--- config.mk ---
export PLATFORM = sky130hd
export DESIGN_NAME = mc_control_fsm
export DESIGN_NICKNAME = d
export VERILOG_FILES = /design/src/rtl/mc_ctrl_pkg.sv /design/src/rtl/mc_control_fsm_alu_op_decode.sv /design/src/rtl/mc_control_fsm.sv
export SDC_FILE = /design/constraint.sdc
export NUM_CORES = 1
export LEC_CHECK = 0
export BUFFER_PORTS_ARGS = -buffer_cell sky130_fd_sc_hd__clkbuf_2
export CORE_UTILIZATION = 40
export CTS_BUF_LIST = sky130_fd_sc_hd__clkbuf_2
export CTS_CLUSTER_DIAMETER = 120
export DETAILED_ROUTE_END_ITERATION = 16
export GPL_ROUTABILITY_DRIVEN = 0
export PLACE_DENSITY = 0.67
export SETUP_SLACK_MARGIN = 0.4
export SYNTH_ARGS = -nofsm -noshare
export SYNTH_HDL_FRONTEND = slang
export SYNTH_SLANG_ARGS = --single-unit
--- constraint.sdc ---
create_clock -name CLK -period 2.4 [get_ports CLK]
set_input_delay 0.36 -clock CLK [delete_from_list [all_inputs] [get_ports CLK]]
set_output_delay 0.36 -clock CLK [all_outputs]
set_load 0.03 [all_outputs]
--- src/rtl/mc_ctrl_pkg.sv ---
// Shared types and encodings for the multicycle controller.
// Optional perf counters are enabled with MC_PERF_COUNT_EN.
package mc_ctrl_pkg;

  typedef enum logic [3:0] {
    S_INIT     = 4'd0,
    S_FETCH    = 4'd1,
    S_DECODE   = 4'd2,
    S_EXEC_R   = 4'd3,
    S_EXEC_I   = 4'd4,
    S_WB_R     = 4'd5,
    S_WB_I     = 4'd6,
    S_MEM_ADDR = 4'd7,
    S_MEM_RD   = 4'd8,
    S_MEM_WR   = 4'd9,
    S_MEM_WB   = 4'd10,
    S_BRANCH   = 4'd11,
    S_JUMP     = 4'd12
  } state_t;

  localparam logic [3:0] OP_RTYPE = 4'b0000;
  localparam logic [3:0] OP_ADDI  = 4'b0001;
  localparam logic [3:0] OP_LW    = 4'b0010;
  localparam logic [3:0] OP_SW    = 4'b0011;
  localparam logic [3:0] OP_BEQ   = 4'b0100;
  localparam logic [3:0] OP_BNE   = 4'b0101;
  localparam logic [3:0] OP_J     = 4'b0110;
  localparam logic [3:0] OP_SLTI  = 4'b0111;

  localparam logic [2:0] FN_AND = 3'b000;
  localparam logic [2:0] FN_OR  = 3'b001;
  localparam logic [2:0] FN_ADD = 3'b010;
  localparam logic [2:0] FN_SUB = 3'b011;
  localparam logic [2:0] FN_SLT = 3'b100;

  localparam logic [3:0] ALU_AND = 4'b0000;
  localparam logic [3:0] ALU_OR  = 4'b0001;
  localparam logic [3:0] ALU_ADD = 4'b0010;
  localparam logic [3:0] ALU_SUB = 4'b0110;
  localparam logic [3:0] ALU_SLT = 4'b0111;

  localparam logic [1:0] SRCB_REGB = 2'b00;
  localparam logic [1:0] SRCB_ONE  = 2'b01;
  localparam logic [1:0] SRCB_IMM  = 2'b10;
  localparam logic [1:0] SRCB_BOFF = 2'b11;

  localparam logic [1:0] PCSRC_ALU    = 2'b00;
  localparam logic [1:0] PCSRC_ALUOUT = 2'b01;
  localparam logic [1:0] PCSRC_JUMP   = 2'b10;

endpackage

--- src/rtl/mc_control_fsm_alu_op_decode.sv ---
// ALU operation select from state, opcode and funct.
// Flags R-type funct codes with no ALU mapping.
module alu_op_decode
  import mc_ctrl_pkg::*;
(
  input  logic [3:0] state,
  input  logic [3:0] opcode,
  input  logic [2:0] funct,
  output logic [3:0] alu_op,
  output logic       illegal_funct
);

  always_comb begin
    alu_op        = ALU_AND;
    illegal_funct = 1'b0;
    case (state)
      S_FETCH,
      S_DECODE,
      S_MEM_ADDR: alu_op = ALU_ADD;
      S_EXEC_I: begin
        alu_op = (opcode == OP_SLTI) ?
                 ALU_SLT : ALU_ADD;
      end
      S_BRANCH: alu_op = ALU_SUB;
      S_EXEC_R: begin
        case (funct)
          FN_AND: alu_op = ALU_AND;
          FN_OR:  alu_op = ALU_OR;
          FN_ADD: alu_op = ALU_ADD;
          FN_SUB: alu_op = ALU_SUB;
          FN_SLT: alu_op = ALU_SLT;
          default: illegal_funct = 1'b1;
        endcase
      end
      default: ;
    endcase
  end

endmodule

--- src/rtl/mc_control_fsm.sv ---
// Multicycle controller sequencing the 16-bit datapath.
// Define MC_PERF_COUNT_EN to add CYCLE_CNT/INSTR_CNT.
module mc_control_fsm
  import mc_ctrl_pkg::*;
#(
  parameter int MEM_LAT = 0
) (
  input  logic       CLK,
  input  logic       RESET_N,
  input  logic [3:0] OPCODE,
  input  logic [2:0] FUNCT,
  input  logic       ZERO,
  output logic       PC_WRITE,
  output logic       IR_WRITE,
  output logic       IORD,
  output logic       MEM_READ,
  output logic       MEM_WRITE,
  output logic       REG_WRITE,
  output logic       REG_DST,
  output logic       MEM_TO_REG,
  output logic       ALU_SRC_A,
  output logic [1:0] ALU_SRC_B,
  output logic [1:0] PC_SRC,
  output logic [3:0] ALU_OP,
  output logic       ILLEGAL,
`ifdef MC_PERF_COUNT_EN
  output logic [31:0] CYCLE_CNT,
  output logic [31:0] INSTR_CNT,
`endif
  output logic [3:0] STATE
);

  localparam logic [3:0] LAT = 4'(MEM_LAT);

  state_t     state_q, state_d;
  logic [3:0] cnt_q, cnt_d;
  logic       mem_done;
  logic       ill_op;
  logic       ill_fn;

  assign mem_done = (cnt_q == LAT);

  alu_op_decode u_alu_op_decode (
    .state         (state_q),
    .opcode        (OPCODE),
    .funct         (FUNCT),
    .alu_op        (ALU_OP),
    .illegal_funct (ill_fn)
  );

  always_comb begin
    state_d = state_q;
    ill_op  = 1'b0;
    unique case (state_q)
      S_INIT:  state_d = S_FETCH;
      S_FETCH: if (mem_done) state_d = S_DECODE;
      S_DECODE: begin
        unique case (OPCODE)
          OP_RTYPE:         state_d = S_EXEC_R;
          OP_ADDI, OP_SLTI: state_d = S_EXEC_I;
          OP_LW, OP_SW:     state_d = S_MEM_ADDR;
          OP_BEQ, OP_BNE:   state_d = S_BRANCH;
          OP_J:             state_d = S_JUMP;
          default: begin
            state_d = S_FETCH;
            ill_op  = 1'b1;
          end
        endcase
      end
      S_EXEC_R: state_d = ill_fn ? S_FETCH : S_WB_R;
      S_EXEC_I: state_d = S_WB_I;
      S_MEM_ADDR: begin
        state_d = (OPCODE == OP_SW) ?
                  S_MEM_WR : S_MEM_RD;
      end
      S_MEM_RD: if (mem_done) state_d = S_MEM_WB;
      S_MEM_WR: if (mem_done) state_d = S_FETCH;
      default:  state_d = S_FETCH;
    endcase
  end

  // Counter only runs while a memory state holds.
  always_comb begin
    cnt_d = 4'd0;
    if (state_d == state_q &&
        (state_q == S_FETCH ||
         state_q == S_MEM_RD ||
         state_q == S_MEM_WR))
      cnt_d = cnt_q + 4'd1;
  end

  always_ff @(posedge CLK) begin
    if (!RESET_N) begin
      state_q <= S_INIT;
      cnt_q   <= 4'd0;
    end else begin
      state_q <= state_d;
      cnt_q   <= cnt_d;
    end
  end

  always_comb begin
    PC_WRITE   = 1'b0;
    IR_WRITE   = 1'b0;
    IORD       = 1'b0;
    MEM_READ   = 1'b0;
    MEM_WRITE  = 1'b0;
    REG_WRITE  = 1'b0;
    REG_DST    = 1'b0;
    MEM_TO_REG = 1'b0;
    ALU_SRC_A  = 1'b0;
    ALU_SRC_B  = SRCB_REGB;
    PC_SRC     = PCSRC_ALU;
    unique case (state_q)
      S_FETCH: begin
        MEM_READ  = 1'b1;
        ALU_SRC_B = SRCB_ONE;
        IR_WRITE  = mem_done;
        PC_WRITE  = mem_done;
      end
      S_DECODE: ALU_SRC_B = SRCB_BOFF;
      S_EXEC_R: ALU_SRC_A = 1'b1;
      S_EXEC_I, S_MEM_ADDR: begin
        ALU_SRC_A = 1'b1;
        ALU_SRC_B = SRCB_IMM;
      end
      S_WB_R: begin
        REG_WRITE = 1'b1;
        REG_DST   = 1'b1;
      end
      S_WB_I: REG_WRITE = 1'b1;
      S_MEM_RD: begin
        IORD     = 1'b1;
        MEM_READ = 1'b1;
      end
      S_MEM_WR: begin
        IORD      = 1'b1;
        MEM_WRITE = 1'b1;
      end
      S_MEM_WB: begin
        REG_WRITE  = 1'b1;
        MEM_TO_REG = 1'b1;
      end
      S_BRANCH: begin
        ALU_SRC_A = 1'b1;
        PC_SRC    = PCSRC_ALUOUT;
        PC_WRITE  = (OPCODE == OP_BNE) ?
                    ~ZERO : ZERO;
      end
      S_JUMP: begin
        PC_SRC   = PCSRC_JUMP;
        PC_WRITE = 1'b1;
      end
      default: ;
    endcase
  end

  assign ILLEGAL = ill_op | ill_fn;
  assign STATE   = state_q;

`ifdef MC_PERF_COUNT_EN
  logic [31:0] cyc_q, cyc_d;
  logic [31:0] ins_q, ins_d;
  logic        retire;

  assign retire = (state_d == S_FETCH) &&
                  (state_q == S_WB_R   ||
                   state_q == S_WB_I   ||
                   state_q == S_MEM_WR ||
                   state_q == S_MEM_WB ||
                   state_q == S_BRANCH ||
                   state_q == S_JUMP);

  always_comb begin
    cyc_d = cyc_q;
    ins_d = ins_q;
    if (state_q != S_INIT) cyc_d = cyc_q + 32'd1;
    if (retire)            ins_d = ins_q + 32'd1;
  end

  always_ff @(posedge CLK) begin
    if (!RESET_N) begin
      cyc_q <= 32'd0;
      ins_q <= 32'd0;
    end else begin
      cyc_q <= cyc_d;
      ins_q <= ins_d;
    end
  end

  assign CYCLE_CNT = cyc_q;
  assign INSTR_CNT = ins_q;
`endif

endmodule

==> impl_metrics.yaml, run 1 <==
status:
  status: "completed"
yosys:
  synth_nets: 125
  synth_area_um2: 857
  yosysWarnings: 0
  synthFlopType: "dfxtp_1"
  synth-edff-count: 0
  ys_ff_latch: 8
  synth.yosys.seq_area_share_pct: 18.7
  synth.distinct_cells: 47
  synthCells: 113
  synthArstFlopShare_pct: 0
  syn_avg_cell_area_um2: 7.58
cts:
  cts_hold_repair.buffers: 0
  htreeDepth: 1
  clk_latency_ns: 0.23
  cts_made_buffers: 3
  root_buffer: "clkbuf_2"
  clk_path_buf_depth: 2
  cts_tree: "yes"
  clk_pin_slew_ns: 0.08
  clock-sinks: 8
placed_design:
  placed_cells: 166
  dpl.hpwl_um: 1680
  port_buffers: 30
  placed_cell_area_mm2: 0.00102
global_routing:
  grt_usage_pct: 21.0
  grt_pass1_vias: 801
  grt_max_degree: 18
  grt_pass1_wl_um: 3480
  antenna_found_initial: 0
  grt_overflow: 0
route:
  top_layer: "met4"
  wl_per_cell_um: 12.9
  wl_met2_um: 1050
  drt-met1-wl_um: 1090
  drtAntennaViolNets: 0
  drc: 0
  routed_wl_um: 2320
  via_per_inst: 5.36
  drt_iter0_drc: 25
  wl_met3_um: 159
  drtPass1Iterations: 4
  via_count: 965
die:
  coreArea_mm2: 0.00198
  initial_core_util_pct: 43.2
  placementRows: 16
  die_y_um: 48.3
  die_w_um: 48.3
  io_pins: 32
  die-area_mm2: 0.00233
hold_path:
  hold_class: "input port to flip-flop"
layout:
  utilization_pct: 58.8
  register_area_um2: 174
  area_growth_syn_to_layout_pct: 36.1
  design_area_mm2: 0.00117
  layout.cells.non_filler: 180
  multi_input_area_um2: 629
  antenna_cells: 0
  layout-drive-gt1-share_pct: 42.5
  fill_cells: 188
  nets: 167
sta:
  fmax_ghz: 0.493
  finClkSkew_ns: 0.00874
  rsz0062_at_grt: "true"
  setup_viol: 0
  fin_crit_ns: 2.03
  period_share_pct: 84.5
  setup_tns_ns: 0
  hold_viol: 0
  report.final.slew_viol_count: 0
critical_path:
  required_ns: 2.04
  path_buf_inv: 2
  crit_chain: "inv_2 > ha_4 > or3b_4 > nor4_4 > a211o_1 > clkbuf_8"
  r2r_setup_slack_ns: 0.79
  critical_path_class: "flip-flop to primary output"
  critPathSlowestCell: "or3b_4"
  crit_path_max_incr_delay_ns: 0.38
  cpLargestDelayFamily: "simple AND/OR/NAND/NOR gates"
  cp-end-kind: "primary output"
  critPathLaunchType: "flip-flop"
  critPathArrivalTime_ns: 1.67
  crit_path_max_fanout: 2
power_and_ir_drop:
  vdd_drop_max_mv: 0.642
  leakage_nw: 0.578
  power_density_mw_per_mm2: 906
  total_power_mw: 1.06
flow_run:
  maxCapViolations: 0
==> repair_timing <==
action | 4_1_cts | 5_1_grt
setup buffers | 8 | 3
pin swaps | 3 | 0
resized for setup | 16 | 7
endpoints found under the setup margin | 9 | 7
==> worst reg2reg max path, delay by kind of cell (launching register included) <==
kind,cells,cell delay [ns]
simple gates,1,0.38
compound gates,3,0.44
flops,1,0.34
fa+ha+maj,1,0.11
buf+inv,2,0.22
==> cells by family (layout without fill, tap and decap cells) <==
family	after synthesis	after routing	synth area share, %
multiplexers	1	1	1.17
flip-flops	8	8	18.7
buffers and inverters	16	56	11.2
adder cells (fa/ha/maj)	2	2	2.92
other	1	1	0.438
AO/OA/AOI/OAI	30	30	24.7
XOR/XNOR	7	7	7.15
AND/OR/NAND/NOR	48	48	33.7
==> metrics by stage <==
step | hold slack, ns | setup WS (ns)
after floorplan | 0.430 | 0.330
after global placement | 0.445 | 0.391
after detailed placement | 0.452 | 0.349
after CTS | 0.430 | 0.372
after global routing | 0.426 | 0.257
final | 0.433 | 0.372
==> Yosys cell counts (2+ instances only) <==
library cell,n,area [um^2]
nand3_1,2,10.0
o31ai_1,3,22.5
and3_1,3,18.8
xnor2_1,3,26.3
o21ai_0,6,30.0
buf_6,3,33.8
xor2_1,4,35.0
buf_4,3,22.5
nor2b_1,3,18.8
a211o_1,2,17.5
a21o_1,2,15.0
a21oi_1,6,30.0
inv_1,8,30.0
nand2_1,8,30.0
nand2b_1,6,37.5
ha_1,2,25.0
dfxtp_1,8,160
nor2_1,10,37.5
buf_2,2,10.0
nor3b_1,2,15.0
==> area by class of cell <==
| class | count | area share (%) |
|---|---|---|
| well taps | 27 | 2.90 |
| flip-flops and latches | 8 | 14.9 |
| repair buffers | 45 | 24.4 |
| clock buffers | 3 | 1.29 |
| inverters | 8 | 2.58 |
| multi-input cells | 89 | 54.0 |
==> worst paths after layout <==
path | endpoint | cells after the start | startpoint
worst max register to register | STATE[0]$_SDFF_PN0_ | 7 | cnt_q[0]$_SDFF_PN0_
worst max-delay path | PC_WRITE | 6 | cnt_q[0]$_SDFF_PN0_
worst min register to register | cnt_q[3]$_SDFF_PN0_ | 2 | cnt_q[3]$_SDFF_PN0_
worst min-delay path | STATE[1]$_SDFF_PN0_ | 2 | RESET_N
==> metal layers <==
metal	GRT usage, %	vias up
li1	-	485
met1	29.9	442
met2	32.8	36
met3	4.81	2
met4	3.33	0
met5	0	-
==> layout by cell type (no fill, tap or decap), types with 3 or more instances in the layout <==
| master | instances |
|---|---|
| a21oi_1 | 6 |
| and3_1 | 3 |
| buf_4 | 15 |
| clkbuf_2 | 28 |
| dfxtp_1 | 3 |
| dfxtp_4 | 3 |
| inv_1 | 6 |
| nand2_1 | 7 |
| nand2b_1 | 6 |
| nor2_1 | 10 |
| nor2b_1 | 3 |
| o21ai_0 | 6 |
| xnor2_1 | 3 |
| xor2_1 | 4 |
==> power breakdown <==
| group | total [mW] | switching, mW | internal, mW | leakage (nW) |
|---|---|---|---|---|
| Combinational | 0.791 | 0.496 | 0.295 | 0.498 |
| Clock | 0.0786 | 0.0445 | 0.0341 | 0.0125 |
| Sequential | 0.187 | 0.0284 | 0.158 | 0.0681 |
| Total | 1.06 | 0.569 | 0.487 | 0.578 |
==> flip-flops by register name, summed over array words and instances, names as in the netlist <==
signal and flops:
STATE 4, cnt_q 4
Note: power is estimated with default switching activity, not from simulation.
==> run 2, diff against run 1 <==
--- a/config.mk
+++ b/config.mk
@@ -11,7 +11,7 @@
 export CTS_CLUSTER_DIAMETER = 120
 export DETAILED_ROUTE_END_ITERATION = 16
 export GPL_ROUTABILITY_DRIVEN = 0
-export PLACE_DENSITY = 0.67
+export PLACE_DENSITY = 0.7
 export SETUP_SLACK_MARGIN = 0.4
 export SYNTH_ARGS = -nofsm -noshare
 export SYNTH_HDL_FRONTEND = slang
==> constraint.sdc (replaced) <==
create_clock -name CLK -period 1.8 [get_ports CLK]
set_input_delay 0.27 -clock CLK [delete_from_list [all_inputs] [get_ports CLK]]
set_output_delay 0.27 -clock CLK [all_outputs]
set_load 0.03 [all_outputs]
==> impl_metrics.yaml, run 2 <==
yosys:
  synthArstFlopShare_pct: 0
  synth_commonest_cells: "nor2_1, dfxtp_1, inv_1, nand2_1"
  synth-edff-count: 0
  synth.yosys.seq_area_share_pct: 18.7
  yosysTopAreaCell: "dfxtp_1"
  synth_nets: 125
  synthFlopType: "dfxtp_1"
  synthCells: 113
  synth_top_cells_by_area: "dfxtp_1, nand2b_1, nor2_1"
  syn_avg_cell_area_um2: 7.58
  ys_ff_latch: 8
  synth.distinct_cells: 47
  synth_area_um2: 857
  synth_most_common_cell: "nor2_1"
  yosysWarnings: 0
  synth_top_area_share_pct: 18.7
cts:
  cts_made_buffers: 3
  htreeDepth: 1
  clk_path_buf_depth: 2
  root_buffer: "clkbuf_2"
  clock-sinks: 8
die:
  io_pins: 32
  die_w_um: 48.3
  die_y_um: 48.3
  placementRows: 16
  initial_core_util_pct: 43.2
global_routing:
  grt_max_degree: 11
  antenna_found_initial: 0
placed_design:
  dp_slack_ns: 0.0665
  dpl.hpwl_um: 1850
  port_buffers: 30
sta:
  worst-ep-kind: "top-level output"
  postGrtWorstEndpoint: "IR_WRITE"
status:
  firstError: "[ERROR DPL-0033] detailed placement checks failed during check placement."
  status: "stopped before the end"
  failing_step: "5_1_grt"
-- run 2: cell counts after synthesis --
Identical to the previous run, type by type.
-- run 2: per-stage QoR --
step	area, um^2	instances
4_1_cts	1650	195
3_5_place_dp	1210	171
3_3_place_gp	1210	171
2_1_floorplan	1040	113
-- run 2: cell families after synthesis --
group	share of synthesized area [%]
xor gates and xnor gates	7.15
muxes	1.17
buffers and inverters	11.2
adders and majority gates	2.92
DFF	18.7
AOI/OAI and AO/OA	24.7
and+or+nand+nor	33.7
other	0.438
-- run 2: timing repair --
action,4_1_cts
hold buffers,0
buffers inserted,20
resized for setup,58
setup endpoints to repair,25
pin swaps,15
==> run 3, diff against run 2 <==
--- a/config.mk
+++ b/config.mk
@@ -6,13 +6,11 @@
 export NUM_CORES = 1
 export LEC_CHECK = 0
 export BUFFER_PORTS_ARGS = -buffer_cell sky130_fd_sc_hd__clkbuf_2
-export CORE_UTILIZATION = 40
-export CTS_BUF_LIST = sky130_fd_sc_hd__clkbuf_2
-export CTS_CLUSTER_DIAMETER = 120
+export CORE_AREA = 2 2 63 65
 export DETAILED_ROUTE_END_ITERATION = 16
+export DIE_AREA = 0 0 65 67
 export GPL_ROUTABILITY_DRIVEN = 0
-export PLACE_DENSITY = 0.7
-export SETUP_SLACK_MARGIN = 0.4
+export PLACE_DENSITY_LB_ADDON = 0.15
 export SYNTH_ARGS = -nofsm -noshare
 export SYNTH_HDL_FRONTEND = slang
 export SYNTH_SLANG_ARGS = --single-unit
==> constraint.sdc (replaced) <==
create_clock -name CLK -period 2.3 [get_ports CLK]
set_input_delay 0.345 -clock CLK [delete_from_list [all_inputs] [get_ports CLK]]
set_output_delay 0.345 -clock CLK [all_outputs]
set_load 0.03 [all_outputs]
==> impl_metrics.yaml, run 3 (synthesis results as in run 1) <==
global_routing:
  grt_pass1_wl_um: 3990
  grt_usage_pct: 11.7
  grt_max_degree: 14
  grt_overflow: 0
  antenna_found_initial: 0
  grt_pass1_vias: 862
route:
  drc: 0
  drtPass1Iterations: 4
  routed_wl_um: 2370
  drtAntennaViolNets: 0
  drt_iter0_drc: 56
  via_count: 925
  via_per_inst: 4.82
  wl_per_cell_um: 12.3
sta:
  setup_viol: 0
  finClkSkew_ns: 0.00211
  hold_viol: 0
  setup_tns_ns: 0
  hold_ws_ns: 0.434
  fmax_ghz: 0.476
  fin_crit_ns: 2.10
  rsz0062_at_grt: "false"
  report.final.slew_viol_count: 0
  period_share_pct: 91.3
layout:
  nets: 158
  multi_input_area_um2: 601
  area_growth_syn_to_layout_pct: 27.0
  register_area_um2: 161
  fill_cells: 405
  final_common_cell: "clkbuf_2"
  mostFrequentLayoutCells: "clkbuf_2, nor2_1, inv_1, nand2_1, dfxtp_1"
  layout-drive-gt1-share_pct: 32.6
  antenna_cells: 0
power_and_ir_drop:
  clkPwrFrac_pct: 14.9
  p_comb_share_pct: 63.8
  leakage_nw: 0.522
  intPower_uw: 507
  vdd_drop_max_mv: 0.297
  power_density_mw_per_mm2: 996
  seq_power_share_pct: 21.2
  p_switching_uw: 577
  swShare_pct: 53.2
die:
  die_w_um: 65
  placementRows: 22
  coreArea_mm2: 0.00361
  die_y_um: 67
  initial_core_util_pct: 23.8
  io_pins: 32
  die-area_mm2: 0.00436
status:
  status: "completed"
cts:
  clk_pin_slew_ns: 0.04
  clk_path_buf_depth: 2
  cts_tree: "yes"
  cts_hold_repair.buffers: 0
  cts_made_buffers: 3
  clock-sinks: 8
  cts-resized-gates: 0
  post-cts-setup-buffer-count: 0
  htreeDepth: 1
  clk_latency_ns: 0.22
  root_buffer: "clkbuf_8"
critical_path:
  critical_path_class: "flip-flop to primary output"
  required_ns: 1.96
  crit_path_max_fanout: 12
  critPathArrivalTime_ns: 1.76
  cp-end-kind: "primary output"
  critPathLaunchType: "flip-flop"
placed_design:
  dpl.hpwl_um: 1930
  port_buffers: 30
hold_path:
  hold_class: "input port to flip-flop"
flow_run:
  maxCapViolations: 0
[run 3: routing by layer]
layer / wire [um] / track usage (%) / share of wire (%) / up-vias
met5: 0 / 0 / 0 / -
met1: 1070 / 15.6 / 45 / 427
met3: 131 / 2.20 / 5.5 / 2
met2: 1160 / 19.3 / 49 / 33
met4: 16 / 3.19 / 0.67 / 0
li1: - / - / - / 463
[run 3: stage by stage]
stage | utilization (%) | std cells | power [mW] | instance area (um^2) | worst slack (ns)
after global routing | 30.2 | 192 | 1.17 | 1090 | 0.0496
after CTS | 30.2 | 192 | 1.09 | 1090 | 0.116
after detailed placement | 29.0 | 189 | 0.925 | 1050 | 0.348
final | 30.2 | 192 | 1.08 | 1090 | 0.200
after floorplan | - | 113 | 0.752 | 857 | 0.0476
after global placement | 29.0 | 189 | 0.926 | 1050 | 0.382
[run 3: power groups by stage]
stage / clock, mW / combinational [mW] / sequential, mW
finish: 0.162 / 0.692 / 0.230
global route: 0.178 / 0.747 / 0.240
CTS: 0.168 / 0.695 / 0.229
detailed placement: 0 / 0.694 / 0.231
global placement: 0 / 0.696 / 0.230
floorplan: 0 / 0.531 / 0.221
[run 3: final timing paths]
check / start / end / slack [ns] / cells past startpoint
max: STATE[1]$_SDFF_PN0_ / ALU_OP[0] / 0.20 / 4
min: RESET_N / STATE[1]$_SDFF_PN0_ / 0.43 / 2
max reg2reg: STATE[3]$_SDFF_PN0_ / STATE[3]$_SDFF_PN0_ / 0.67 / 5
min reg2reg: cnt_q[0]$_SDFF_PN0_ / cnt_q[0]$_SDFF_PN0_ / 0.47 / 1
[run 3: final cells by class]
| type | instances | area share [%] |
|---|---|---|
| Multi-Input combinational cell | 89 | 55.2 |
| Inverter | 8 | 2.76 |
| Tap cell | 48 | 5.52 |
| Sequential cell | 8 | 14.8 |
| Timing Repair Buffer | 36 | 17.9 |
| Clock buffer | 3 | 3.79 |
[run 3: worst max-delay path: stages (launching register included)]
cell and delay (ns):
dfxtp_1 0.59, nand2_1 0.12, or4_1 0.50, o21ai_2 0.12
clkbuf_2 0.21
